**src/rtl/rbs40_seq.sv**
```systemverilog
// ---------------------------------------------------------------------------
// rbs40_seq -- multi-cycle ripple-borrow subtractor
//
// Computes D = A - B - Bin (mod 2^WIDTH). Each cycle handles one CHUNK-bit
// slice, and a borrow register carries the borrow from one slice to the next.
// It is the subtracting companion of the ripple-carry adder and follows the
// same operand width and the same borrow-in / borrow-out convention.
//
// Ports
//   clk        in   1      clock; all state updates on the rising edge
//   reset      in   1      synchronous, active-high reset
//   A          in   WIDTH  minuend, sampled on accept
//   B          in   WIDTH  subtrahend, sampled on accept
//   Bin        in   1      borrow-in, sampled on accept
//   in_valid   in   1      operands valid
//   in_ready   out  1      operands can be accepted (IDLE only)
//   D          out  WIDTH  difference A - B - Bin mod 2^WIDTH
//   Bout       out  1      borrow-out: unsigned A < B + Bin
//   V          out  1      signed overflow
//   out_valid  out  1      D / Bout / V valid
//   out_ready  in   1      consumer takes the result
// ---------------------------------------------------------------------------
module rbs40_seq #(
  parameter int unsigned WIDTH = 40,
  parameter int unsigned CHUNK = 8
) (
  input  logic             clk,
  input  logic             reset,
  input  logic [WIDTH-1:0] A,
  input  logic [WIDTH-1:0] B,
  input  logic             Bin,
  input  logic             in_valid,
  output logic             in_ready,
  output logic [WIDTH-1:0] D,
  output logic             Bout,
  output logic             V,
  output logic             out_valid,
  input  logic             out_ready
);

  localparam int unsigned N  = WIDTH / CHUNK;
  localparam int unsigned CW = (N > 1) ? $clog2(N) : 1;
  localparam int unsigned IW = (WIDTH > 1) ? $clog2(WIDTH) : 1;
  localparam logic [CW-1:0] LAST = CW'(N - 1);

  typedef enum logic [1:0] {
    S_IDLE,
    S_RUN,
    S_DONE
  } state_t;

  state_t           r_state;
  logic [CW-1:0]    r_cnt;
  logic             r_borrow;
  logic [WIDTH-1:0] r_a;
  logic [WIDTH-1:0] r_b;
  logic [WIDTH-1:0] r_d;
  logic             r_bout;
  logic             r_v;
  logic             r_out_valid;

  logic [IW-1:0]    w_lo;
  logic [CHUNK-1:0] w_a_k;
  logic [CHUNK-1:0] w_b_k;
  logic [CHUNK:0]   w_sub;

  // Low bit index of the slice handled this cycle.
  assign w_lo  = IW'(r_cnt) * IW'(CHUNK);
  assign w_a_k = r_a[w_lo +: CHUNK];
  assign w_b_k = r_b[w_lo +: CHUNK];

  // CHUNK+1 bit subtract: the top bit is set exactly when the slice
  // underflows, which makes it the borrow into the next slice.
  assign w_sub = {1'b0, w_a_k} - {1'b0, w_b_k} - {{CHUNK{1'b0}}, r_borrow};

  assign in_ready  = (r_state == S_IDLE);
  assign D         = r_d;
  assign Bout      = r_bout;
  assign V         = r_v;
  assign out_valid = r_out_valid;

  always_ff @(posedge clk) begin
    if (reset) begin
      r_state     <= S_IDLE;
      r_cnt       <= '0;
      r_borrow    <= 1'b0;
      r_d         <= '0;
      r_bout      <= 1'b0;
      r_v         <= 1'b0;
      r_out_valid <= 1'b0;
    end else begin
      case (r_state)
        S_IDLE: begin
          if (in_valid) begin
            r_a      <= A;
            r_b      <= B;
            r_borrow <= Bin;
            r_cnt    <= '0;
            r_d      <= '0;
            r_state  <= S_RUN;
          end
        end

        S_RUN: begin
          r_d[w_lo +: CHUNK] <= w_sub[CHUNK-1:0];
          r_borrow           <= w_sub[CHUNK];
          if (r_cnt == LAST) begin
            // Last slice: its diff MSB is the final D MSB.
            r_bout      <= w_sub[CHUNK];
            r_v         <= (r_a[WIDTH-1] ^ r_b[WIDTH-1]) &
                           (r_a[WIDTH-1] ^ w_sub[CHUNK-1]);
            r_out_valid <= 1'b1;
            r_cnt       <= '0;
            r_state     <= S_DONE;
          end else begin
            r_cnt <= r_cnt + CW'(1);
          end
        end

        S_DONE: begin
          if (out_ready) begin
            r_out_valid <= 1'b0;
            r_state     <= S_IDLE;
          end
        end

        default: begin
          r_state <= S_IDLE;
        end
      endcase
    end
  end

endmodule

```
**config.mk**
```make
export PLATFORM = sky130hd
export DESIGN_NAME = rbs40_seq
export DESIGN_NICKNAME = d
export VERILOG_FILES = /design/src/rtl/rbs40_seq.sv
export SDC_FILE = /design/constraint.sdc
export NUM_CORES = 1
export LEC_CHECK = 0
export CAP_MARGIN = 10
export CORE_ASPECT_RATIO = 1.4
export CORE_MARGIN = 4
export CORE_UTILIZATION = 49
export DETAILED_ROUTE_END_ITERATION = 6
export GPL_ROUTABILITY_DRIVEN = 0
export PLACE_DENSITY = 0.86
export SYNTH_ARGS = -nofsm -noshare
export SYNTH_HDL_FRONTEND = slang
export SYNTH_SLANG_ARGS = --single-unit
```
**constraint.sdc**
```tcl
create_clock -name clk -period 7 [get_ports clk]
set_clock_uncertainty 0.2 [all_clocks]
set_input_delay 1.05 -clock clk [delete_from_list [all_inputs] [get_ports clk]]
set_output_delay 1.05 -clock clk [all_outputs]
set_load 0.005 [all_outputs]
```
==> results of run 1 <==
-- cell usage in the layout, fill, tap and decap left out, types with 2 or more instances in the layout --
cell type,count
xor2_1,4
o21bai_1,2
bufinv_16,2
nand3_1,22
inv_1,16
nor3_1,4
a31oi_1,2
nand3b_1,3
a22o_1,7
a211oi_1,2
nor2_1,34
dfxtp_1,48
and2_1,2
nor2b_1,4
clkinv_4,3
fa_1,2
o21ai_0,12
clkdlybuf4s50_1,128
a21oi_1,23
inv_6,2
buf_4,3
edfxtp_1,80
a22oi_1,26
nand2_1,20
and4_1,3
nand2b_1,6
xnor2_1,3
clkbuf_16,20
nand4_1,2
nor4_1,2
and3_1,2
mux2i_1,2
mux4_2,16
ha_1,18
-- layer usage --
metal | track usage | wire length, um
met1 | 0.219 | 4250
met2 | 0.366 | 6820
met3 | 0.0549 | 755
met4 | 0.0997 | 421
met5 | 0 | 0
-- power groups by stage --
stage | combinational, mW | sequential [mW] | clock [mW]
after CTS | 0.256 | 0.850 | 0.936
after global placement | 0.247 | 0.863 | 0
after global routing | 0.281 | 0.852 | 0.974
after detailed placement | 0.254 | 0.865 | 0
after floorplan | 0.152 | 0.859 | 0
final | 0.259 | 0.849 | 0.924
-- stage by stage --
stage / cells / hold WS, ns
final: 682 / 0.269
after global routing: 682 / 0.297
after floorplan: 402 / 0.264
after CTS: 682 / 0.270
after global placement: 650 / 0.255
after detailed placement: 650 / 0.262
-- cell families (layout without fill, tap and decap cells) --
| logic type | count (synthesis) | after routing |
|---|---|---|
| multiplexers | 18 | 18 |
| flip-flops | 129 | 129 |
| adder cells (fa/ha/maj) | 20 | 20 |
| AND/OR/NAND/NOR | 110 | 110 |
| buffers and inverters | 37 | 179 |
| XOR/XNOR | 7 | 7 |
| AO/OA/AOI/OAI | 81 | 81 |
-- registers in the layout (all words and copies together), names as in the netlist --
register,count
r_a,40
V,1
out_valid,1
r_borrow,1
D,40
Bout,1
r_b,40
r_state,2
r_cnt,3
-- cell type report --
class                      count  area (um^2)  share of cell area
tap                          138          173              0.0235
inverter                      16         60.1             0.00816
sequential                   129         3380               0.460
clock inverter                 9          116              0.0158
multi-input combinational    236         1800               0.244
timing repair buffer         131         1300               0.177
clock buffer                  23          523              0.0711
-- worst max-delay path: stages (launching register included) --
cell	delay (ns)
dfxtp_1	0.41
inv_1	0.30
nor3_2	0.79
a22oi_1	0.24
fa_1	0.49
fa_1	0.45
nand2b_1	0.17
a21oi_1	0.22
o21bai_1	0.13
a211oi_1	0.27
o21bai_1	0.12
xor2_1	0.17
a211oi_1	0.25
-- worst min path at each step --
stage                       startpoint                  to  slack [ns]  cells after the start
finish              D[35]$_SDFFE_PP0P_  D[35]$_SDFFE_PP0P_        0.27                      2
global route         D[3]$_SDFFE_PP0P_   D[3]$_SDFFE_PP0P_        0.30                      2
CTS                 D[35]$_SDFFE_PP0P_  D[35]$_SDFFE_PP0P_        0.27                      2
detailed placement  D[35]$_SDFFE_PP0P_  D[35]$_SDFFE_PP0P_        0.26                      2
global placement     D[4]$_SDFFE_PP0P_   D[4]$_SDFFE_PP0P_        0.26                      2
floorplan            D[0]$_SDFFE_PP0P_   D[0]$_SDFFE_PP0P_        0.26                      2
==> run_results.csv, run 1 <==
group,metric,value,unit
finish,final.fill_count,717,
logic_synthesis,synth-async-reset-ratio,0,
place,buffer_ports.inserted,128,
logic_synthesis,postSynthNetCount,507,
critical_path,regToRegEndpoint,"Bout$_SDFFE_PP0P_",
logic_synthesis,synth.cell_area,5320,um^2
routing,detail_route.vias_per_cell,5.55,
clock_network,clk_transition_reported_paths,0.06,ns
place,dp_hpwl,8790,um
power_and_ir_drop,power.share.combinational,0.127,
power_and_ir_drop,totalPowerFinal,2.03,mW
logic_synthesis,synth-seq-area-share,0.636,
clock_network,clock_sinks,129,
logic_synthesis,synth_area_per_cell,13.2,um^2
worst_hold_path,hold_path_class,"register to register",
critical_path,rr_startpoint,"r_cnt[2]$_SDFFE_PP0P_",
logic_synthesis,yosys-mux-area-fraction,0.0715,
sta,rsz0062_at_grt,"no",
logic_synthesis,netlist_top_cells_area,"edfxtp_1 45%, dfxtp_1 18%, mux4_2 6.8%, ha_1 4.2%, a22oi_1 3.7%",
finish,post_route_cells_drive_above_1_share,0.108,
run,cap_viol_max_count,0,
logic_synthesis,synthesis.yosys.warnings,0,
run_status,run_status,"finished clean",
die,placement_rows,44,
power_and_ir_drop,swShare,0.233,
global_route,largest_net_degree_at_the_start_of_global_routing,47,
critical_path,data_arrival_time_of_the_worst_path,4.42,ns
power_and_ir_drop,switching_power,0.473,mW
power_and_ir_drop,clkPwrFrac,0.455,
sta,timing.final.crit_share,0.614,
clock_network,cts_tree,"built",
clock_network,cts_repair_resize_count,0,
finish,layout-area-overhead-vs-synth,38.4,%
logic_synthesis,ys.flop_type,"edfxtp_1",
global_route,grt_pass1_wl,19600,um
global_route,grt_overflow,0,
power_and_ir_drop,p_int,1.56,mW
clock_network,insertion_delay,0.41,ns
logic_synthesis,post_synth_and_or_nand_nor_area_fraction,0.0998,
die,die-width,96.0,um
clock_network,clock_path_buffers,2,
routing,ant_nets,0,
routing,detail_route.drc_violations,0,
critical_path,timing.critical_path.from_type,"register",
logic_synthesis,synth-edff-count,80,
die,fp.coreArea,10500,um^2
clock_network,cts_root_buf,"clkbuf_16",
critical_path,reg2reg_setup_slack,2.70,ns
sta,final.min_clock_period,4.30,ns
finish,finish.instance_area,7360,um^2
logic_synthesis,ys_types,44,
power_and_ir_drop,share_seq_of_total_power,0.418,
critical_path,endpoint,"Bout$_SDFFE_PP0P_",
finish,num-nets-final,636,
critical_path,worst_r2r_path_depth,12,
die,chipHeight,131,um
logic_synthesis,yosys.area_share.adder,0.0499,
die,die_area,12600,um^2
critical_path,worst-endpoint-required,7.12,ns
clock_network,cts_inserted_buffers,17,
routing,routed_wirelength,12200,um
global_route,grt_antenna_before_repair,0,
logic_synthesis,dominant_combinational_cell_family_by_area_after_synthesis,"compound AO/OA/AOI/OAI gates",
logic_synthesis,synth-compound-area-share,0.103,
routing,initialDrtViolationCount,228,
sta,number_of_failing_hold_endpoints_at_the_final_stage,0,
finish,antenna-diode-count,0,
die,top_level_ports,129,
logic_synthesis,yosysTopAreaCellShare,0.452,
logic_synthesis,yosys.cell_count.top_type,"edfxtp_1",
place,setup_slack_placement,2.75,ns
logic_synthesis,synth_common_cells,"80 x edfxtp_1, 49 x dfxtp_1, 35 x nor2_1",
sta,achievable-frequency,233,MHz
logic_synthesis,synth_xor_xnor_area_share,0.0115,
sta,setup_total_negative_slack,0,ns
critical_path,setup_cp_type,"register to register",
global_route,grt_pass1_vias,3963,
critical_path,critPathLaunch,"r_cnt[2]$_SDFFE_PP0P_",
logic_synthesis,netlist.top_cell.by_area,"edfxtp_1",
sta,slew_headroom,0.227,
power_and_ir_drop,power_per_cell_area,276,nW/um^2
power_and_ir_drop,total_leakage_power,2.59,nW
routing,vias,3783,
logic_synthesis,synth.ff_latch_count,129,
sta,report.final.slew_viol_count,0,
global_route,grt_util_all_layers,0.206,
critical_path,critPathCaptureType,"register",
place,dpl_cell_area,6720,um^2
critical_path,timing.critical_path.fanout_max,20,
clock_network,post-cts-setup-buffer-count,0,
routing,avgRoutedWirePerCell,18.0,um
sta,tightestPinTransition,1.16,ns
routing,detailedRoute.firstPassIterationCount,6,
sta,fin_ws,2.70,ns
finish,finalCoreUtilization,0.700,
die,initial_core_util,0.506,
clock_network,cts_hold_repair.buffers,0,
clock_network,cts_h_tree_depth,4,
power_and_ir_drop,ir_worst_vdd,0.206,mV
sta,report.final.setup_viol,0,
logic_synthesis,syn_inst,402,
(Power assumes the default switching activity.)
==> run 2: changes to the inputs <==
Settings changed: CORE_UTILIZATION 49 to 45, PLACE_DENSITY 0.86 to 0.84.
Clock period 7 ns to 3.8 ns, I/O delays scaled along.
==> run 2 against run 1 <==
Net effect:
- via count increased by 0.79%
- critical path type unchanged
- sequential power increased by 84%
- largest cell class unchanged
- count of clock-buffer cells in the layout decreased by 5
- combinational power increased by 99%
- sequential cell count unchanged
- clock power increased by 74%
- maximum frequency increased by 20%
- highest routed layer unchanged
- final cell count increased by 2.6%
- non-clock buffer count increased by 13
==> run_results.csv, run 2 (same netlist as run 1, synthesis figures left out) <==
group,metric,value,unit
place,setup_slack_placement,0.163,ns
die,die-width,99.9,um
sta,report.final.slew_viol_count,0,
critical_path,critPathCaptureType,"register",
clock_network,clk_transition_reported_paths,0.06,ns
clock_network,cts_tree,"built",
sta,timing.final.crit_share,0.939,
routing,detailedRoute.firstPassIterationCount,5,
worst_hold_path,hold_path_class,"register to register",
critical_path,data_arrival_time_of_the_worst_path,3.71,ns
routing,routed_wirelength,12500,um
sta,slew_headroom,0.405,
clock_network,clock_sinks,129,
place,placed_cells_incl_taps,669,
global_route,grt_pass1_wl,19800,um
finish,multiInputGateArea,1800,um^2
die,chipHeight,137,um
power_and_ir_drop,power_per_cell_area,495,nW/um^2
critical_path,worst-endpoint-required,3.94,ns
power_and_ir_drop,total_leakage_power,2.63,nW
finish,most-common-layout-cells,"128 x clkdlybuf4s50_1, 80 x edfxtp_1, 48 x dfxtp_1",
clock_network,cts_inserted_buffers,17,
finish,post_route_cells_drive_above_1_share,0.126,
clock_network,cts_h_tree_depth,4,
die,initial_core_util,0.464,
global_route,grt_overflow,0,
routing,ant_nets,0,
routing,avgRoutedWirePerCell,17.8,um
finish,num-nets-final,649,
place,buffer_ports.inserted,128,
sta,achievable-frequency,280,MHz
run_status,run_status,"finished clean",
critical_path,timing.critical_path.from_type,"register",
critical_path,setup_cp_type,"register to register",
power_and_ir_drop,ir_worst_vdd,0.397,mV
place,dp_hpwl,9230,um
finish,seq_area,3390,um^2
global_route,largest_net_degree_at_the_start_of_global_routing,46,
clock_network,clock_path_buffers,2,
routing,detail_route.vias_per_cell,5.45,
routing,vias,3813,
finish,final_common_cell,"clkdlybuf4s50_1",
die,top_level_ports,129,
sta,tightestPinTransition,0.885,ns
sta,final.min_clock_period,3.57,ns
finish,layout-area-overhead-vs-synth,40.0,%
global_route,grt_util_all_layers,0.193,
finish,finish.cell_count_without_fillers,700,
die,fp.coreArea,11500,um^2
global_route,grt_pass1_vias,4041,
sta,fin_ws,0.231,ns
sta,number_of_failing_hold_endpoints_at_the_final_stage,0,
critical_path,timing.critical_path.fanout_max,9,
clock_network,cts_root_buf,"clkbuf_16",
sta,report.final.setup_viol,0,
run,cap_viol_max_count,0,
routing,detail_route.drc_violations,0,
clock_network,insertion_delay,0.42,ns
global_route,grt_antenna_before_repair,0,
die,die_area,13600,um^2
routing,initialDrtViolationCount,198,
finish,antenna-diode-count,0,
finish,final.fill_count,802,
die,placement_rows,46,
==> run 2: final timing paths <==
check / from / slack, ns / cells after the start / endpoint
setup / recovery: r_cnt[0]$_SDFFE_PP0P_ / 0.23 / 12 / Bout$_SDFFE_PP0P_
hold / removal: D[36]$_SDFFE_PP0P_ / 0.26 / 2 / D[36]$_SDFFE_PP0P_
setup reg to reg: r_cnt[0]$_SDFFE_PP0P_ / 0.23 / 12 / Bout$_SDFFE_PP0P_
hold reg to reg: D[36]$_SDFFE_PP0P_ / 0.26 / 2 / D[36]$_SDFFE_PP0P_
==> run 2: cell type report <==
class / instances / area share
Inverter: 16 / 0.00807
Multi-Input combinational cell: 236 / 0.242
Clock inverter: 13 / 0.0220
Timing Repair Buffer: 144 / 0.191
Clock buffer: 18 / 0.0577
Tap cell: 144 / 0.0242
Sequential cell: 129 / 0.455
==> run 2: timing repair <==
action	in CTS	in global routing
endpoints found under the setup margin	0	13
buffers inserted	0	0
hold buffers	0	0
gates resized for setup	0	3
==> run 2: layer usage <==
layer	GRT usage	share of wire	up-vias
met5	0	0	-
li1	-	-	1795
met1	0.198	0.35	1812
met3	0.0760	0.091	31
met4	0.100	0.030	0
met2	0.338	0.53	175
==> run 2: worst max-delay path, stage by stage, from the launching register on <==
cell and delay (ns):
dfxtp_4 0.37, buf_6 0.16, nor3_4 0.36, a22oi_1 0.19
fa_1 0.46, fa_1 0.43, nand2b_1 0.17, a21oi_1 0.22
o21bai_1 0.12, a211oi_1 0.27, o21bai_1 0.13, xor2_1 0.17
a211oi_1 0.22
==> run 2: where the power goes <==
group	internal (mW)	leakage [nW]	switching, mW
registers	1.54	1.14	0.0187
clock network	1.03	0.276	0.585
logic	0.249	1.22	0.267
total	2.81	2.63	0.871
==> run 2: metrics by stage <==
| step | TNS (ns) | utilization | area [um^2] | hold WS, ns | power [mW] |
|---|---|---|---|---|---|
| CTS | 0 | 0.649 | 7430 | 0.269 | 3.71 |
| global route | -0.00257 | 0.650 | 7440 | 0.287 | 3.82 |
| floorplan | 0 | - | 5320 | 0.264 | 1.86 |
| detailed placement | 0 | 0.597 | 6840 | 0.261 | 2.09 |
| global placement | 0 | 0.597 | 6840 | 0.259 | 2.08 |
| finish | 0 | 0.650 | 7440 | 0.265 | 3.68 |
